## src/rtl/alu_issue.sv

```systemverilog
// ALU issue and writeback controller.
// Two-stage pipeline. ISS holds the operands on alu_*, and the external ALU
// registers its result at the end of ISS. WB then writes alu_out into the
// register file and, when the instruction asked for it, alu_flags into the
// flags register. A source operand that matches the WB destination is taken
// from alu_out. A source operand that matches the ISS destination stalls
// issue for one cycle, because that result does not exist yet.
module alu_issue (
  input  logic       clk,
  input  logic       rst,
  input  logic       in_valid,
  output logic       in_ready,
  input  logic [2:0] in_rd,
  input  logic [2:0] in_rs1,
  input  logic [2:0] in_rs2,
  input  logic [2:0] in_op,
  input  logic [2:0] in_shamt,
  input  logic       in_fw,
  output logic [7:0] alu_a,
  output logic [7:0] alu_b,
  output logic [2:0] alu_op,
  output logic [2:0] alu_shamt,
  input  logic [7:0] alu_out,
  input  logic [3:0] alu_flags,
  output logic [3:0] flags,
  input  logic [2:0] dbg_sel,
  output logic [7:0] dbg_data,
  output logic       busy
);

  logic [7:0] regs [8];

  logic       iss_valid;
  logic [2:0] iss_rd;
  logic       iss_fw;
  logic       wb_valid;
  logic [2:0] wb_rd;
  logic       wb_fw;

  logic       accept;
  logic [7:0] opa;
  logic [7:0] opb;

  // Load-use stall: the ISS result is not available yet. This depends only on ISS state and the source indices.
  always_comb begin
    in_ready = !(iss_valid && ((iss_rd == in_rs1) || (iss_rd == in_rs2)));
  end

  assign accept = in_valid && in_ready;

  // Operand select: the WB result is newer than the register file.
  always_comb begin
    // NOTE: every output of a combinational block gets a default first, so no path can leave it unassigned and infer a latch.
    opa = regs[in_rs1];
    opb = regs[in_rs2];
    if (wb_valid && (wb_rd == in_rs1)) opa = alu_out;
    if (wb_valid && (wb_rd == in_rs2)) opb = alu_out;
  end

  // ISS stage: capture the operands on acceptance and hold them otherwise.
  always_ff @(posedge clk or posedge rst) begin
    if (rst) begin
      // NOTE: sequential state uses non-blocking assignments so every register samples its pre-edge inputs.
      iss_valid <= 1'b0;
      iss_rd    <= '0;
      iss_fw    <= 1'b0;
      alu_a     <= '0;
      alu_b     <= '0;
      alu_op    <= '0;
      alu_shamt <= '0;
    end else begin
      iss_valid <= accept;
      if (accept) begin
        iss_rd    <= in_rd;
        iss_fw    <= in_fw;
        alu_a     <= opa;
        alu_b     <= opb;
        alu_op    <= in_op;
        alu_shamt <= in_shamt;
      end
    end
  end

  // WB stage: follows ISS by one cycle while the ALU produces its result.
  always_ff @(posedge clk or posedge rst) begin
    if (rst) begin
      wb_valid <= 1'b0;
      wb_rd    <= '0;
      wb_fw    <= 1'b0;
    end else begin
      wb_valid <= iss_valid;
      wb_rd    <= iss_rd;
      wb_fw    <= iss_fw;
    end
  end

  // Architectural state: write the register file and the gated flags at the end of WB.
  always_ff @(posedge clk or posedge rst) begin
    if (rst) begin
      // NOTE: the register file is cleared by reset because software relies on r0-r7 reading 0x00; this keeps it in flops rather than RAM.
      for (int i = 0; i < 8; i++) regs[i] <= '0;
      flags <= '0;
    end else if (wb_valid) begin
      regs[wb_rd] <= alu_out;
      if (wb_fw) flags <= alu_flags;
    end
  end

  assign dbg_data = regs[dbg_sel];
  assign busy     = iss_valid || wb_valid;

endmodule

```

## config.mk

```make
export PLATFORM = sky130hd
export DESIGN_NAME = alu_issue
export DESIGN_NICKNAME = d
export VERILOG_FILES = /design/src/rtl/alu_issue.sv
export SDC_FILE = /design/constraint.sdc
export NUM_CORES = 1
export LEC_CHECK = 0
export BUFFER_PORTS_ARGS = -buffer_cell sky130_fd_sc_hd__buf_4
export CORE_MARGIN = 2
export CORE_UTILIZATION = 30
export CTS_CLUSTER_SIZE = 14
export DETAILED_ROUTE_END_ITERATION = 12
export PLACE_DENSITY_LB_ADDON = 0.12
export SYNTH_ARGS = -nofsm -noshare
export SYNTH_HDL_FRONTEND = slang
export SYNTH_SLANG_ARGS = --single-unit
export TNS_END_PERCENT = 100
```

## constraint.sdc

```tcl
create_clock -name clk -period 3.9 [get_ports clk]
set_input_delay 0.195 -clock clk [delete_from_list [all_inputs] [get_ports clk]]
set_output_delay 0.195 -clock clk [all_outputs]
set_load 0.02 [all_outputs]
```

# Word-level counts from Yosys, hierarchy flattened
# Cells that the tools add are included.
# totals
register_bits	100
input_bits	34
word_cells	55
# op_classes
n_lt_le_gt_ge	5
eq_ne	4
muxes	14
bitwise	4
reduce_logical	9
# ops
cell	count
binary-select mux 8 bit (select 3 bit)	3
two-way mux 8 bit	9
bitwise mux 64 bit	1
demux 8 bit (select 3 bit)	1
greater-or-equal comparator 4 bit (second input constant)	4
inverter 3 -> 4 bit	4
== test 3 bit	4
logical AND 1 bit	5
less-than comparator 4 x 1 -> 1 bit (second input constant)	1
logical OR 1 bit	2
AND reduction 2 bit	1
logical NOT 1 bit	1

# Logic depth before layout (Yosys ltp)
# logic_depth
word_depth	6
mapped_depth	7

# Least setup slack after synthesis
# OpenSTA, ideal clock, no wires.
# synth_timing
path_type	input to output
from	input dbg_sel[0]
to	output dbg_data[0]
arrival_time_ns	1.560
t_required_ns	3.705
setup_slack_ns	2.145
cell_stages	4
path_buffers	2
path_cell_list	buf_2 > buf_2 > mux4_2 > mux2_2
# synth_via
elab_chain_len	4
# synth_lines
element	line_no	source
start, declared	26	input logic [2:0] dbg_sel,
inverter 3 -> 4 bit (not written as such)	109	assign dbg_data = regs[dbg_sel];
binary-select mux 8 bit (select 3 bit)	109	
two-way mux 8 bit (not written as such) (2 in series)	109	
end, declared	27	output logic [7:0] dbg_data,
# Every way passes these cells. The select of a mux whose other input is x is not followed.

# Worst setup path after layout
# layout_timing
from	register iss_rd[1]
to	output in_ready
# layout_via
elab_chain_len	4
# layout_lines
element	line_no	source
start, declared	34	logic [2:0] iss_rd;
start signal, assigned	74	iss_rd <= in_rd;
== test 3 bit	46	in_ready = !(iss_valid && ((iss_rd == in_rs1) || (iss_rd == in_rs2)));
logical OR 1 bit (*)	46	
logical AND 1 bit (*)	46	
logical NOT 1 bit (*)	46	
end, declared	12	output logic in_ready,
# Mark *: on every way between the ends. The rest lies on a longest branch, timed or not.

==> results.md <==
- Outcome: finished clean
- Inserted Clock Buffers: 9
- Initial DRC count: 207
- Pins Over Slew Limit: 0
- Post-route ant nets: 0
- Fin worst setup slack: 1740 ps
- Dpl hpwl: 9610 µm
- Clk sinks: 100
- Fin crit share: 0.555
- Nets: between 400 and 500
- VDD IR-drop max: 213 µV
- Cell taking the most area after synthesis: dfrtp_1
- Ys async rst share: 1.00
- DR pass1 iterations: 4
- Root Buffer: clkbuf_16
- Initial Utilization: 0.303
- Syn Nets: 399
- Gate power share: 0.396
- Reg2Reg Setup Slack: 1740 ps
- Final setup vio count: 0
- WS Path Type: reg -> out
- Via/cell ratio: 5.36
- Synthesis-to-layout area growth: 15.7%
- Final Util: 0.351
- Die Y: 141 µm
- Critical-path maximum fanout: 17
- Yosys warning count: 0
- CTS tree: yes
- Clock share of power: 0.188
- WL/cell: 23.1 µm
- Crit path from: iss_rd[1]
- Most common cell in the netlist: dfrtp_1
- Setup crit end kind: output port
- Wire length of the first global-routing pass: 22,900 µm
- EDFF count, synth: 0
- Overall routed net length: 15,000 µm
- FP Rows: 50
- Top Ports: 70
- Post-CTS setup buffers: 0
- Final setup TNS: 0 ps
- PD cells: 707 nW/µm²
- Vias: 3,486
- Vias in the first global route: ~3,500
- Worst-path clk slew: 70 ps
- Leading post-synthesis cells by cell area: dfrtp_1, mux2_2, mux4_1
- Top_reg_cell synth: dfrtp_1
- Power Total: 4610 µW
- Slew HR: 0.259
- Min Tclk post-route: 2160 ps
- Gr usage total: 0.155
- Worst-margin pin slew: ~1100 ps
- P_int: 3040 µW
- Worst Skew: 9.99 ps
- Hold Buf Count CTS: 0
- Share of layout cells above drive strength 1: 0.464
- Max clock buf depth: 2
- #FFs+latches synth: 100
- Post-CTS sizing: 0
- Hold crit path type: in -> async
- Max cap viols: 0
- Chip width: 141 µm
- Final Hold Violating Endpoints: 0
- # DRC: 0
- Sw frac: 0.339
- Routability cong.: between 0.7 and 0.8
- RSZ-0062 raised after global routing: false
- Sw power: ~1600 µW
- CP startpoint kind: flip-flop
- Global route total overflow: 0
- Core ar.: 18,600 µm²
- Post-synth top area share: 0.444
- Die ar.: between 15,000 and 20,000 µm²
- Sequential-to-total area share from yosys stat: 0.444
- H-Tree Level Count: 3
- Post-Syn Area per Cell: ~15 µm²
- Clock Latency Late Sink: 360 ps
- I/O Buffers: 69
- Arr. time, crit path: 1970 ps
- Initial antenna violation count: 0
- Setup WS pre-CTS: around 1700 ps
- Cells after synthesis: approximately 370
- Flop pwr share: 0.416
- Post-Syn Area: 5630 µm²
- Critical path required time: between 3000 and 4000 ps
- Worst R2R Start: wb_rd[2]
- Leakage power: 0.00275 µW
- Diode count: 0
- Largest net degree at the start of global routing: 74
- Fmax: 462 MHz
- Post-synth top cells: dfrtp_1, mux2_2, mux4_1
- Synth unique cells: 24
-- layout make-up --
type                       instances  area [µm²]
clock inverter                     4        25.0
clock buffer                      12         246
tap                              234         293
fill                            1816       12100
timing repair buffer              70         526
inverter                           2        10.0
sequential                       100        2500
multi-input combinational        228        2910
-- metal layers --
| layer | vias to the layer above | share of wire | routed length [µm] | GRT usage |
|---|---|---|---|---|
| met5 | - | 0 | 0 | 0 |
| met4 | 0 | 0.017 | 261 | 0.0537 |
| met3 | 15 | 0.027 | 404 | 0.0173 |
| met2 | 72 | 0.47 | 7100 | 0.244 |
| met1 | 1864 | 0.48 | 7220 | 0.222 |
| li1 | 1535 | - | - | - |
-- critical path, stage by stage, from the launching register on --
cell and delay, ps:
dfrtp_1 450, xnor2_1 160, nand4_1 130, and2_1 610, buf_4 260
-- cells in the final DEF, fill, tap and decap left out, types with 3 or more instances in the layout --
| cell | n |
|---|---|
| mux2i_1 | 16 |
| dfrtp_1 | 100 |
| clkbuf_16 | 9 |
| nand4_1 | 5 |
| mux4_1 | 32 |
| a32o_1 | 16 |
| o21a_1 | 16 |
| mux2_2 | 86 |
| nand2_1 | 18 |
| mux4_2 | 16 |
| buf_4 | 70 |
| nand4b_1 | 3 |
| xnor2_1 | 12 |
-- final timing paths --
| path | end | cells past startpoint |
|---|---|---|
| min in group clk | iss_rd[0] | 2 |
| max in group asynchronous | alu_b[0] | 3 |
| worst min-delay path | flags[1] | 2 |
| worst max-delay path | in_ready | 4 |
| worst max register to register | alu_b[6] | 4 |
| worst min register to register | wb_fw | 0 |
-- state kept, by name, summed over array words and instances, names as in the netlist --
| name | count |
|---|---|
| alu_op | 3 |
| alu_a | 8 |
| regs | 64 |
| wb_rd | 3 |
| wb_valid | 1 |
| iss_rd | 3 |
| alu_shamt | 3 |
| flags | 4 |
| iss_fw | 1 |
| alu_b | 8 |
| iss_valid | 1 |
| wb_fw | 1 |
-- power groups by stage --
stage	registers [µW]	clock network [µW]	logic [µW]
4_1_cts	1920	888	1850
5_1_grt	2000	931	1950
3_3_place_gp	1910	0	1820
6_report	1920	865	1820
2_1_floorplan	1900	0	1250
3_5_place_dp	1940	0	1840
-- stage by stage --
step	area, µm²	hold slack, ps	instances
2_1_floorplan	5630	345	365
3_3_place_gp	6240	363	634
3_5_place_dp	6240	374	634
4_1_cts	6520	56.7	650
5_1_grt	6520	63.4	650
6_report	6520	54.5	650
-- cell families after synthesis --
kind of cell,count (synthesis),synth area share
simple gates,34,0.0353
xor+xnor,12,0.0187
buf+inv,37,0.0382
flops,100,0.444
compound gates,32,0.0498
mux,150,0.414
No activity file was read; power rests on OpenSTA's default activity.
